File: config.mk
export PLATFORM = sky130hd
export DESIGN_NAME = rf_writeback_arbiter
export DESIGN_NICKNAME = d
export VERILOG_FILES = /design/src/rtl/rf_writeback_arbiter.sv
export SDC_FILE = /design/constraint.sdc
export NUM_CORES = 1
export LEC_CHECK = 0
export ABC_AREA = 1
export BUFFER_PORTS_ARGS = -buffer_cell sky130_fd_sc_hd__buf_2
export CAP_MARGIN = 20
export CORE_MARGIN = 2
export CORE_UTILIZATION = 45
export DETAILED_ROUTE_END_ITERATION = 10
export PLACE_DENSITY = 0.78
export SETUP_SLACK_MARGIN = 0.02
export SLEW_MARGIN = 20
export SYNTH_ARGS = -nofsm -noshare
export SYNTH_HDL_FRONTEND = slang
export SYNTH_SLANG_ARGS = --single-unit
File: constraint.sdc
create_clock -name clk -period 3.5 [get_ports clk]
set_input_delay 0.35 -clock clk [delete_from_list [all_inputs] [get_ports clk]]
set_output_delay 0.35 -clock clk [all_outputs]
set_load 0.05 [all_outputs]
File: src/rtl/rf_writeback_arbiter.sv
// Writeback arbiter: merges eu0/eu1 results with buffered long-latency results onto two RF write ports.
// Optional performance counters are enabled by defining WB_PERF_CNT_EN.
module rf_writeback_arbiter #(
  parameter int FIFO_DEPTH = 4,
  parameter int ADDR_W     = 32
) (
  input  logic              clk,
  input  logic              rstn,
  input  logic              flush,
  input  logic              eu0_valid,
  input  logic [4:0]        eu0_rd,
  input  logic [5:0]        eu0_exp,
  input  logic [31:0]       eu0_data,
  input  logic              eu1_valid,
  input  logic [4:0]        eu1_rd,
  input  logic [5:0]        eu1_exp,
  input  logic [31:0]       eu1_data,
  input  logic              ll_valid,
  output logic              ll_ready,
  input  logic [4:0]        ll_rd,
  input  logic [31:0]       ll_data,
  output logic              write_en_0,
  output logic [ADDR_W-1:0] write_addr_0,
  output logic [31:0]       write_data_0,
  output logic              write_en_1,
  output logic [ADDR_W-1:0] write_addr_1,
  output logic [31:0]       write_data_1
`ifdef WB_PERF_CNT_EN
  ,
  output logic [31:0]       perf_wr_cnt,
  output logic [31:0]       perf_ll_stall_cnt
`endif
);

  localparam int PTR_W = (FIFO_DEPTH > 1) ? $clog2(FIFO_DEPTH) : 1;
  localparam int CNT_W = PTR_W + 1;
  localparam logic [CNT_W-1:0] FULL_CNT = CNT_W'(FIFO_DEPTH);

  logic [4:0]       fifo_rd_r   [FIFO_DEPTH];
  logic [31:0]      fifo_data_r [FIFO_DEPTH];
  logic [PTR_W-1:0] wr_ptr_r;
  logic [PTR_W-1:0] rd_ptr_r;
  logic [PTR_W-1:0] head1_ptr_s;
  logic [CNT_W-1:0] count_r;

  logic             eu0_live_s;
  logic             eu1_live_s;
  logic             push_s;
  logic [1:0]       pop_cnt_s;

  logic             p0_en_s;
  logic [4:0]       p0_rd_s;
  logic [31:0]      p0_data_s;
  logic             p1_en_s;
  logic [4:0]       p1_rd_s;
  logic [31:0]      p1_data_s;
  logic             p1_older_s;
  logic             collide_s;
  logic             wr0_en_s;
  logic             wr1_en_s;

  function automatic logic eu_live(input logic valid, input logic [4:0] rd,
                                   input logic [5:0] exp_code, input logic fl);
    return valid && (rd != 5'd0) && (exp_code == 6'd0) && !fl;
  endfunction

  assign eu0_live_s  = eu_live(eu0_valid, eu0_rd, eu0_exp, flush);
  assign eu1_live_s  = eu_live(eu1_valid, eu1_rd, eu1_exp, flush);
  assign ll_ready    = (count_r != FULL_CNT);
  assign push_s      = ll_valid && ll_ready && !flush;
  assign head1_ptr_s = rd_ptr_r + PTR_W'(1);

  // Port source selection: eu results own their port, free ports drain the FIFO oldest-first.
  always_comb begin
    p0_en_s    = 1'b0;
    p0_rd_s    = 5'd0;
    p0_data_s  = 32'd0;
    p1_en_s    = 1'b0;
    p1_rd_s    = 5'd0;
    p1_data_s  = 32'd0;
    p1_older_s = 1'b0;
    pop_cnt_s  = 2'd0;

    if (eu0_live_s) begin
      p0_en_s   = 1'b1;
      p0_rd_s   = eu0_rd;
      p0_data_s = eu0_data;
    end else if (!flush && (count_r != CNT_W'(0))) begin
      p0_en_s   = (fifo_rd_r[rd_ptr_r] != 5'd0);
      p0_rd_s   = fifo_rd_r[rd_ptr_r];
      p0_data_s = fifo_data_r[rd_ptr_r];
      pop_cnt_s = 2'd1;
    end else begin
      p0_en_s   = 1'b0;
    end

    if (eu1_live_s) begin
      p1_en_s   = 1'b1;
      p1_rd_s   = eu1_rd;
      p1_data_s = eu1_data;
    end else if (flush) begin
      p1_en_s   = 1'b0;
    end else if (!eu0_live_s && (count_r >= CNT_W'(2))) begin
      p1_en_s   = (fifo_rd_r[head1_ptr_s] != 5'd0);
      p1_rd_s   = fifo_rd_r[head1_ptr_s];
      p1_data_s = fifo_data_r[head1_ptr_s];
      pop_cnt_s = 2'd2;
    end else if (eu0_live_s && (count_r != CNT_W'(0))) begin
      // FIFO head lands on port 1 while eu0 holds port 0, so port 1 carries the older value.
      p1_en_s    = (fifo_rd_r[rd_ptr_r] != 5'd0);
      p1_rd_s    = fifo_rd_r[rd_ptr_r];
      p1_data_s  = fifo_data_r[rd_ptr_r];
      p1_older_s = 1'b1;
      pop_cnt_s  = 2'd1;
    end else begin
      p1_en_s   = 1'b0;
    end
  end

  assign collide_s = p0_en_s && p1_en_s && (p0_rd_s == p1_rd_s);
  assign wr0_en_s  = p0_en_s && !(collide_s && !p1_older_s);
  assign wr1_en_s  = p1_en_s && !(collide_s && p1_older_s);

  // FIFO pointers and occupancy.
  always_ff @(posedge clk or negedge rstn) begin
    if (!rstn) begin
      wr_ptr_r <= '0;
      rd_ptr_r <= '0;
      count_r  <= '0;
    end else if (flush) begin
      wr_ptr_r <= '0;
      rd_ptr_r <= '0;
      count_r  <= '0;
    end else begin
      if (push_s) begin
        wr_ptr_r <= wr_ptr_r + PTR_W'(1);
      end else begin
        wr_ptr_r <= wr_ptr_r;
      end
      rd_ptr_r <= rd_ptr_r + PTR_W'(pop_cnt_s);
      count_r  <= count_r + CNT_W'(push_s) - CNT_W'(pop_cnt_s);
    end
  end

  // FIFO storage.
  always_ff @(posedge clk or negedge rstn) begin
    if (!rstn) begin
      for (int i = 0; i < FIFO_DEPTH; i++) begin
        fifo_rd_r[i]   <= 5'd0;
        fifo_data_r[i] <= 32'd0;
      end
    end else if (push_s) begin
      fifo_rd_r[wr_ptr_r]   <= ll_rd;
      fifo_data_r[wr_ptr_r] <= ll_data;
    end else begin
      fifo_rd_r[wr_ptr_r]   <= fifo_rd_r[wr_ptr_r];
      fifo_data_r[wr_ptr_r] <= fifo_data_r[wr_ptr_r];
    end
  end

  // Registered RF write ports; address/data hold their last value while disabled.
  always_ff @(posedge clk or negedge rstn) begin
    if (!rstn) begin
      write_en_0   <= 1'b0;
      write_addr_0 <= '0;
      write_data_0 <= 32'd0;
      write_en_1   <= 1'b0;
      write_addr_1 <= '0;
      write_data_1 <= 32'd0;
    end else begin
      write_en_0 <= wr0_en_s;
      write_en_1 <= wr1_en_s;
      if (wr0_en_s) begin
        write_addr_0 <= ADDR_W'(p0_rd_s);
        write_data_0 <= p0_data_s;
      end else begin
        write_addr_0 <= write_addr_0;
        write_data_0 <= write_data_0;
      end
      if (wr1_en_s) begin
        write_addr_1 <= ADDR_W'(p1_rd_s);
        write_data_1 <= p1_data_s;
      end else begin
        write_addr_1 <= write_addr_1;
        write_data_1 <= write_data_1;
      end
    end
  end

`ifdef WB_PERF_CNT_EN
  // Performance counters survive flush and wrap naturally.
  always_ff @(posedge clk or negedge rstn) begin
    if (!rstn) begin
      perf_wr_cnt       <= 32'd0;
      perf_ll_stall_cnt <= 32'd0;
    end else begin
      perf_wr_cnt <= perf_wr_cnt + 32'(write_en_0) + 32'(write_en_1);
      if (ll_valid && !ll_ready) begin
        perf_ll_stall_cnt <= perf_ll_stall_cnt + 32'd1;
      end else begin
        perf_ll_stall_cnt <= perf_ll_stall_cnt;
      end
    end
  end
`endif

endmodule

# After elaboration in Yosys (flattened, before gate mapping)
# Index checks and enable logic that the tools add are counted.
# word_totals
register_bits	231
input_bits	129
elab_cells	123
# classes
n_addsub	5
magnitude_cmp	5
n_eq_ne	2
mux	60
bitwise	3
n_reduce_logical	31
# ops
op	count
32-bit two-way mux	13
128-bit bitwise mux	2
32-bit binary-select mux with 2-bit select	3
128-bit two-way mux	1
5-bit two-way mux	13
32-bit demux with 2-bit select	1
20-bit bitwise mux	2
5-bit binary-select mux with 2-bit select	3
20-bit two-way mux	1
5-bit nonzero test	4
1-bit logical AND	18
2-bit two-way mux	7
6-bit logical NOT	2
1-bit two-way mux	12
5-bit demux with 2-bit select	1
3-bit greater-or-equal comparator, second input constant	3
2-bit inverter with 3-bit output	3
5-bit == test	1
1-bit logical NOT	5
2-bit by 1-bit adder with 2-bit output, second input constant	2
3-bit by 1-bit adder with 3-bit output	1
3-bit by 2-bit greater-or-equal comparator with 1-bit output, second input constant	1
3-bit by 1-bit less-than comparator with 1-bit output, second input constant	1
3-bit two-way mux	1
5 further kinds	5

# Longest topological paths before layout
# Gate-level depths: netlist of the first run.
# depth
depth_word	14
ltp_mapped	22
ltp_nobuf	18

# Worst setup path after synthesis of the first run
# No wires, ideal clock.
# synth_timing
kind	in2reg
start	input eu0_rd[3]
end	register count_r[2]
setup_ns	0.118
arrival_time_ns	2.579
t_required_ns	3.382
slack_ns	0.802
path_stages	14
path_buffers	2
cell_sequence	nor2_1 nand3_1 nand2_4 buf_6 clkbuf_1 o21ai_0 a21oi_1 ha_1 inv_1 ha_1 inv_1 fa_1 xor2_1 nor2_1
# synth_via
elab_chain_cells	11
elab_cells_between_ends	14
# synth_rtl
element	line	rtl
start, declared	11	input logic [4:0] eu0_rd,
5-bit nonzero test (*)	64	return valid && (rd != 5'd0) && (exp_code == 6'd0) && !fl;
1-bit logical AND (*) (3 in series)	64	
1-bit two-way mux (tied with other cells)	84	if (eu0_live_s) begin
2-bit two-way mux / 1-bit logical AND (equally long branches)	108, 103	
2-bit two-way mux	103	end else if (!eu0_live_s && (count_r >= CNT_W'(2))) begin
2-bit two-way mux	101	end else if (flush) begin
2-bit two-way mux (*)	97	if (eu1_live_s) begin
3-bit by 2-bit subtractor with 3-bit output (*)	141	count_r <= count_r + CNT_W'(push_s) - CNT_W'(pop_cnt_s);
3-bit two-way mux (*)	130	end else if (flush) begin
end signal, assigned	141	
end, declared	44	logic [CNT_W-1:0] count_r;
# Mark *: on every way between the ends. The rest lies on a longest branch, timed or not.
# A chain may end at the register's enable or synchronous reset.

# Worst setup path in the final report of the first run
# layout_timing
start	register rd_ptr_r[0]
end	register write_data_1[23]
# layout_via
elab_chain_cells	14
elab_cells_between_ends	39
# layout_rtl
element	line	rtl
start, declared	42	logic [PTR_W-1:0] rd_ptr_r;
start signal, assigned	140	rd_ptr_r <= rd_ptr_r + PTR_W'(pop_cnt_s);
2-bit by 1-bit adder with 2-bit output / 2-bit inverter with 3-bit output (equally long branches)	-	
2-bit inverter with 3-bit output (implied by the code) / 5-bit binary-select mux with 2-bit select (equally long branches)	-	
5-bit binary-select mux with 2-bit select / 5-bit two-way mux (equally long branches)	-	
5-bit two-way mux (on tied branches)	-	
5-bit two-way mux (implied by the code) / 5-bit nonzero test (equally long branches)	-	
5-bit nonzero test / 1-bit two-way mux (equally long branches)	104, 108	
1-bit two-way mux	103	
1-bit two-way mux	101	
1-bit two-way mux	97	
1-bit logical AND (2 in series)	120	assign collide_s = p0_en_s && p1_en_s && (p0_rd_s == p1_rd_s);
1-bit logical AND	122	assign wr1_en_s = p1_en_s && !(collide_s && p1_older_s);
1-bit logical NOT	122	
1-bit logical AND	122	
end signal, assigned	182	write_data_1 <= p1_data_s;
end signal, assigned	185	write_data_1 <= write_data_1;
end, declared	27	output logic [31:0] write_data_1
# Parallel ways exist; a longest one is shown, timed or not. The select of a mux whose other input is x is not followed.

==> results.cfg, run 1 <==
[routing]
routed_vias = 14500
detail_route.first_pass.iterations = 8
drtIter0Drc = 1757
route.final.wire_length_um = 46000
final_antenna_net_count = 0
detail_route.wl_per_cell_um = 18.2
drc = 0
post_detailed_route_via_to_cell_ratio = 5.74

[sta]
finalSetupViolCount = 0
max_slew_margin_pct = 40.0
fin_skew_ps = 11.5
max_slew.worst_pin.slew_ps = 900
setup_tns_ps = 0
finalCriticalPeriod_ps = 3190
clock.fmax_mhz = 314
number_of_max_slew_violations_in_the_final_report = 0
hold_violations = 0
post-route-period-util_pct = 91.1
grt_setup_unrepaired = no

[clock_network]
worstSkewPairLatency_ps = 530
htreeDepth = 1
tritoncts = done
cells_resized_by_post_cts_repair = 0
numClockSinks = 231
tritoncts.num_buffers = 25
clockBufferDepth = 3
cts_root_buf = clkbuf_16
clkSlewWorstSetupHoldPaths_ps = 70

[power]
totalPowerFinal_uw = 16500
power.static_leakage_uw = 0.00814
powerDensity_nw_per_um2 = 1040
irDropWorstVdd_uv = 408

[placed_design]
placedCellCount = 2475
dp_hpwl_um = 31300
port-buffer-count = 205
globalplace.congestion = 0.903

[global_route]
grt.total_usage_pct = 27.3
initial_antenna_violation_count = 2
grt_pass1_vias = 13200
global_route_wire_length_before_repair_um = 72500
grt_remaining_overflow = 0
maximum_number_of_pins_on_one_net_before_global_route_repair = 111

[final_layout]
finalNetCount = 2245
p_r_area_growth_vs_syn_pct = 12.9
drive_above_1_share_pct = 15.2
final_core_util_pct = 51.9
final-instance-count-excl-fill = 2522

[logic_synthesis]
synthArstFlopShare_pct = 100
synth_edf_count = 0
post_synth_xor_area_fraction_pct = 0.186
synth.cells.most_frequent = 532 x nand2_1, 338 x o21ai_0, 231 x dfrtp_1
post_synth_main_area_contributors = dfrtp_1 41%, nand2_1 14%, o21ai_0 12%
combinational_family_with_the_most_area_after_synthesis = simple AND/OR/NAND/NOR gates
sequential_share_of_the_synthesized_area_pct = 40.9
postSynthAreaPerCell_um2 = 7.12
synthesis.instances = 1984
synth-adder-area-share_pct = 0.850
synth-compound-area-share_pct = 23.1
synth_most_common_cell = nand2_1
yosys_register_bits = 231
yosysWarnings = 0
synthSimpleGateAreaFrac_pct = 23.3
post_synth_instance_area_um2 = 14100
yosysTopAreaCell = dfrtp_1
netlist.area_leader.share_pct = 40.9
yosysUniqueCellTypes = 39
post_synth_mux_area_share_pct = 0.283
most_frequently_used_flop_master_after_synthesis = dfrtp_1

[setup_path]
worstPathMaxFanout = 44
setup.worst_path.start_class = flop
reg2reg_slack_ps = 310
crit_required_ps = 3970
worst-setup-path-type = reg2reg
crit_arrival_ps = 3660
end_kind = flop

[job]
cap_viol_max_count = 0

[floorplan]
die_area_um2 = 32800
io_pins = 260
core_region_area_um2 = 30700
placement_rows = 64
die_y_um = 181
initial_core_utilization_pct = 46.0
die_w_um = 181

[run_status]
run_status = finished clean

[min_path]
min-delay-path-class = in2reg
## layout by cell type, fill, tap and decap left out, types with 5 or more instances in the layout
| cell type | synthesis | routed |
|---|---|---|
| nand2_1 | 532 | 532 |
| o21ai_0 | 338 | 338 |
| dfrtp_1 | 231 | 228 |
| buf_2 | 9 | 204 |
| nand3_1 | 149 | 148 |
| a21oi_1 | 134 | 134 |
| inv_1 | 126 | 121 |
| nor2_1 | 81 | 81 |
| o22ai_1 | 74 | 74 |
| conb_1 | 1 | 54 |
| buf_4 | 66 | 37 |
| clkbuf_16 | 0 | 25 |
| a22oi_1 | 16 | 16 |
| o211ai_1 | 16 | 16 |
| o31ai_1 | 13 | 13 |
| inv_2 | 9 | 10 |
| ha_1 | 8 | 8 |
| clkinv_2 | 0 | 8 |
| nand2_2 | 7 | 7 |
| clkinv_1 | 2 | 6 |
| a32oi_1 | 6 | 6 |
| o21ai_1 | 6 | 5 |
| clkbuf_1 | 109 | 5 |
## critical path: stages (launching register included)
cell and delay, ps:
dfrtp_4 630, inv_2 110, buf_4 440, nand2_1 110, nand3_1 100, nand2_1 160
o21ai_1 380, inv_1 70, nand2_1 80, nand3_2 80, nor2_4 120, nand3_2 170
nand2_2 90, buf_4 370, nand2_1 100, nand2_1 80
## per-stage QoR
stage / hold WS [ps] / setup WS [ps] / area [um^2]
after floorplan: 54.4 / 802 / 14300
after global placement: 450 / 493 / 15100
after detailed placement: 453 / 392 / 15100
after CTS: 148 / 376 / 16000
after global routing: 184 / 48.5 / 16000
final: 161 / 313 / 16000
## routing by layer
layer	up-vias	track usage, %	share of wire, %
li1	6781	-	-
met1	6699	39.4	42
met2	888	41.9	44
met3	94	5.14	11
met4	2	7.93	2.4
met5	-	0	0.022
## registers in the layout, indices dropped and copies added, names as in the netlist
| signal | flops |
|---|---|
| write_en_1 | 1 |
| write_data_1 | 32 |
| write_addr_0 | 5 |
| rd_ptr_r | 2 |
| write_data_0 | 32 |
| fifo_rd_r | 20 |
| wr_ptr_r | 2 |
| write_addr_1 | 5 |
| count_r | 3 |
| write_en_0 | 1 |
| fifo_data_r | 128 |
## worst paths after layout
check                            startpoint                to  depth (start not counted)
min in group asynchronous              rstn   fifo_data_r[37]                          2
max                             rd_ptr_r[0]  write_data_1[23]                         15
min reg2reg                write_data_0[13]  write_data_0[13]                          2
min                             eu1_data[2]   write_data_1[2]                          5
max in group asynchronous              rstn   fifo_data_r[24]                          3
max reg2reg                     rd_ptr_r[0]  write_data_1[23]                         15
## kinds of logic (layout without fill, tap and decap cells)
logic type / count (synthesis) / count (layout)
xor+xnor: 3 / 3
other cells: 1 / 55
buf+inv: 341 / 429
flops: 231 / 231
mux: 4 / 4
compound gates: 605 / 605
simple gates: 790 / 790
fa+ha+maj: 9 / 9
## power breakdown
group / switching, uW / leakage, uW / internal (uW) / total, uW
Combinational: 6410 / 0.00484 / 2450 / 8860
Clock: 1110 / 0.000400 / 1530 / 2640
Sequential: 1050 / 0.00290 / 3970 / 5020
Total: 8570 / 0.00814 / 7950 / 16500
## final cells by class
| class | count | area (um^2) |
|---|---|---|
| antenna | 1 | 2.50 |
| clock buffer | 33 | 686 |
| clock inverter | 12 | 116 |
| fill | 2962 | 14800 |
| inverter | 137 | 514 |
| multi-input combinational | 1465 | 6960 |
| sequential | 231 | 5790 |
| tap | 396 | 495 |
| timing repair buffer | 247 | 1400 |
## timing repair
item / 4_1_cts / 5_1_grt
endpoints found under the hold margin: 106 / 0
buffers inserted: 0 / 0
hold buffers: 1 / 0
Note: power is estimated with default switching activity, not from simulation.
==> inputs of run 2 (changes only) <==
Settings changed: CORE_ASPECT_RATIO set to 0.5.
==> results.cfg, run 2 (synthesis results as in run 1) <==
[run_status]
run_status = finished clean

[sta]
post-route-period-util_pct = 81.9
finalSetupViolCount = 0
clock.fmax_mhz = 349
setup_tns_ps = 0
worst_slack_ps = 634
finalCriticalPeriod_ps = 2870
number_of_max_slew_violations_in_the_final_report = 0
grt_setup_unrepaired = no
fin_skew_ps = 22.6
hold_violations = 0
max_slew.worst_pin.slew_ps = 934
max_slew_margin_pct = 37.7

[global_route]
grt_pass1_vias = 12800
grt_util_met1_pct = 41.0
grt-busiest-layer = met2
initial_antenna_violation_count = 4
grt_remaining_overflow = 0
grt.met3_usage_pct = 9.60
grt.total_usage_pct = 28.6
use_met2_pct = 41.3
global_route_wire_length_before_repair_um = 72400
maximum_number_of_pins_on_one_net_before_global_route_repair = 120

[placed_design]
dpl_worst_slack_ps = 541
detailed_place.area_um2 = 15200
globalplace.congestion = 0.966
placedCellCount = 2502
port-buffer-count = 205
dp_hpwl_um = 32300

[min_path]
start_point_of_the_worst_hold_path = eu1_data[31]
min_delay_worst_endpoint = write_data_1[31]
min-delay-path-class = in2reg
hold_path_depth = 5

[final_layout]
final-instance-count-excl-fill = 2547
mostFrequentLayoutCell = nand2_1
final_cell_mix = 532 x nand2_1, 338 x o21ai_0, 228 x dfrtp_1, 204 x buf_2, 148 x nand3_1
drive_above_1_share_pct = 15.0
largest_reg_flops = 128
reg_top3 = fifo_data_r x128, write_data_0 x32, write_data_1 x32
final_cell_area_um2 = 15900
p_r_area_growth_vs_syn_pct = 12.7
regMostFlops = fifo_data_r
finalNetCount = 2244

[setup_path]
cp_num_cells = 17
crit_required_ps = 3980
end_kind = flop
reg2reg_slack_ps = 630
cpMostUsedCell = nand2_1
crit_arrival_ps = 3350
worstPathMaxFanout = 37
largest_stage_delay_worst_path_ps = 510
setup.worst_path.start_class = flop
worst_reg_to_reg_path_cell_count = 17
regToRegEndpoint = write_addr_0[2]
worst_r2r_startpoint = rd_ptr_r[0]
number_of_buffer_and_inverter_instances_along_the_worst_setup_path = 3
crit_chain = inv_2 -> nand2_2 -> buf_4 -> nand2_1 -> nand2_1 -> nor2_1 -> nand2_1 -> nor2_1 -> nor2_1 -> nand2_1 -> nand2_1 -> nand2_1 -> nor2_2 -> nand3_1 -> buf_4 -> nand3_1 -> nand2_1
crit_family = simple AND/OR/NAND/NOR gates
critPathSlowestCell = dfrtp_4
worst-setup-path-type = reg2reg

[clock_network]
clkSlewWorstSetupHoldPaths_ps = 70
tritoncts = done
numClockSinks = 231
cts_root_buf = clkbuf_16
htreeDepth = 1
post-cts-setup-buffer-count = 0
tritoncts.num_buffers = 24
clockBufferDepth = 3
worstSkewPairLatency_ps = 560

[power]
power_report.internal_total_uw = 7820
power_switching_uw = 8920
power.static_leakage_uw = 0.00811
powerDensity_nw_per_um2 = 1050
irDropWorstVdd_uv = 503
seq_power_share_pct = 29.6
p_sw_share_pct = 53.3
power.share.clock_pct = 15.1
power.combinational.fraction_pct = 55.3

[floorplan]
die_w_um = 255
die_area_um2 = 32900
die_y_um = 129
placement_rows = 45
io_pins = 260
initial_core_utilization_pct = 46.1
core_region_area_um2 = 30600

[routing]
drtIter0Drc = 2022
detail_route.wl_per_cell_um = 18.8
post_detailed_route_via_to_cell_ratio = 5.68
routed_vias = 14500
route.final.wire_length_um = 48000
final_antenna_net_count = 0
drc = 0
detail_route.first_pass.iterations = 7

[job]
cap_viol_max_count = 0
## run 2: per-layer routing
| layer | vias up | part of all wire, % |
|---|---|---|
| li1 | 6780 | - |
| met3 | 102 | 15 |
| met4 | 2 | 2.8 |
| met5 | - | 0.017 |
| met2 | 899 | 42 |
| met1 | 6672 | 41 |
## run 2: how the worst max path moves through the flow
stage | endpoint | slack, ps | startpoint
after floorplan | count_r[2] | 800 | eu0_rd[3]
after global placement | count_r[2] | 600 | flush
after detailed placement | count_r[2] | 540 | flush
after CTS | write_addr_0[2] | 730 | rd_ptr_r[0]
after global routing | write_addr_0[2] | 350 | rd_ptr_r[0]
final | write_addr_0[2] | 630 | rd_ptr_r[0]
## run 2: timing repair
action                    in CTS  in global routing
hold endpoints to repair     115                  0
hold buffers                   1                  0
gates resized for setup        0                  0
## run 2: through the flow
step | utilization [%] | power, uW | hold WS (ps)
floorplan | - | 11200 | 54.4
global placement | 49.5 | 13700 | 451
detailed placement | 49.5 | 13900 | 453
CTS | 52.0 | 16400 | 130
global route | 52.0 | 17900 | 162
finish | 52.0 | 16700 | 140
## run 2: power by group through the flow
stage	clock (uW)	sequential (uW)	combinational (uW)
3_3_place_gp	0	4930	8770
3_5_place_dp	0	4940	8940
4_1_cts	2550	4920	8970
2_1_floorplan	0	6050	5160
6_report	2530	4960	9260
5_1_grt	2670	5120	10100
## run 2: area by class of cell
| cell class | count | area, um^2 |
|---|---|---|
| fill | 2948 | 14700 |
| inverter | 137 | 514 |
| multi-input combinational | 1465 | 6960 |
| clock inverter | 8 | 87.6 |
| antenna | 3 | 7.51 |
| timing repair buffer | 247 | 1390 |
| tap | 423 | 529 |
| clock buffer | 33 | 664 |
| sequential | 231 | 5790 |
## run 2: worst register-to-register path: cells and delay by family (launching register included)
family | cells | cell delay [ps]
simple gates | 14 | 1340
buf+inv | 3 | 940
flops | 1 | 510
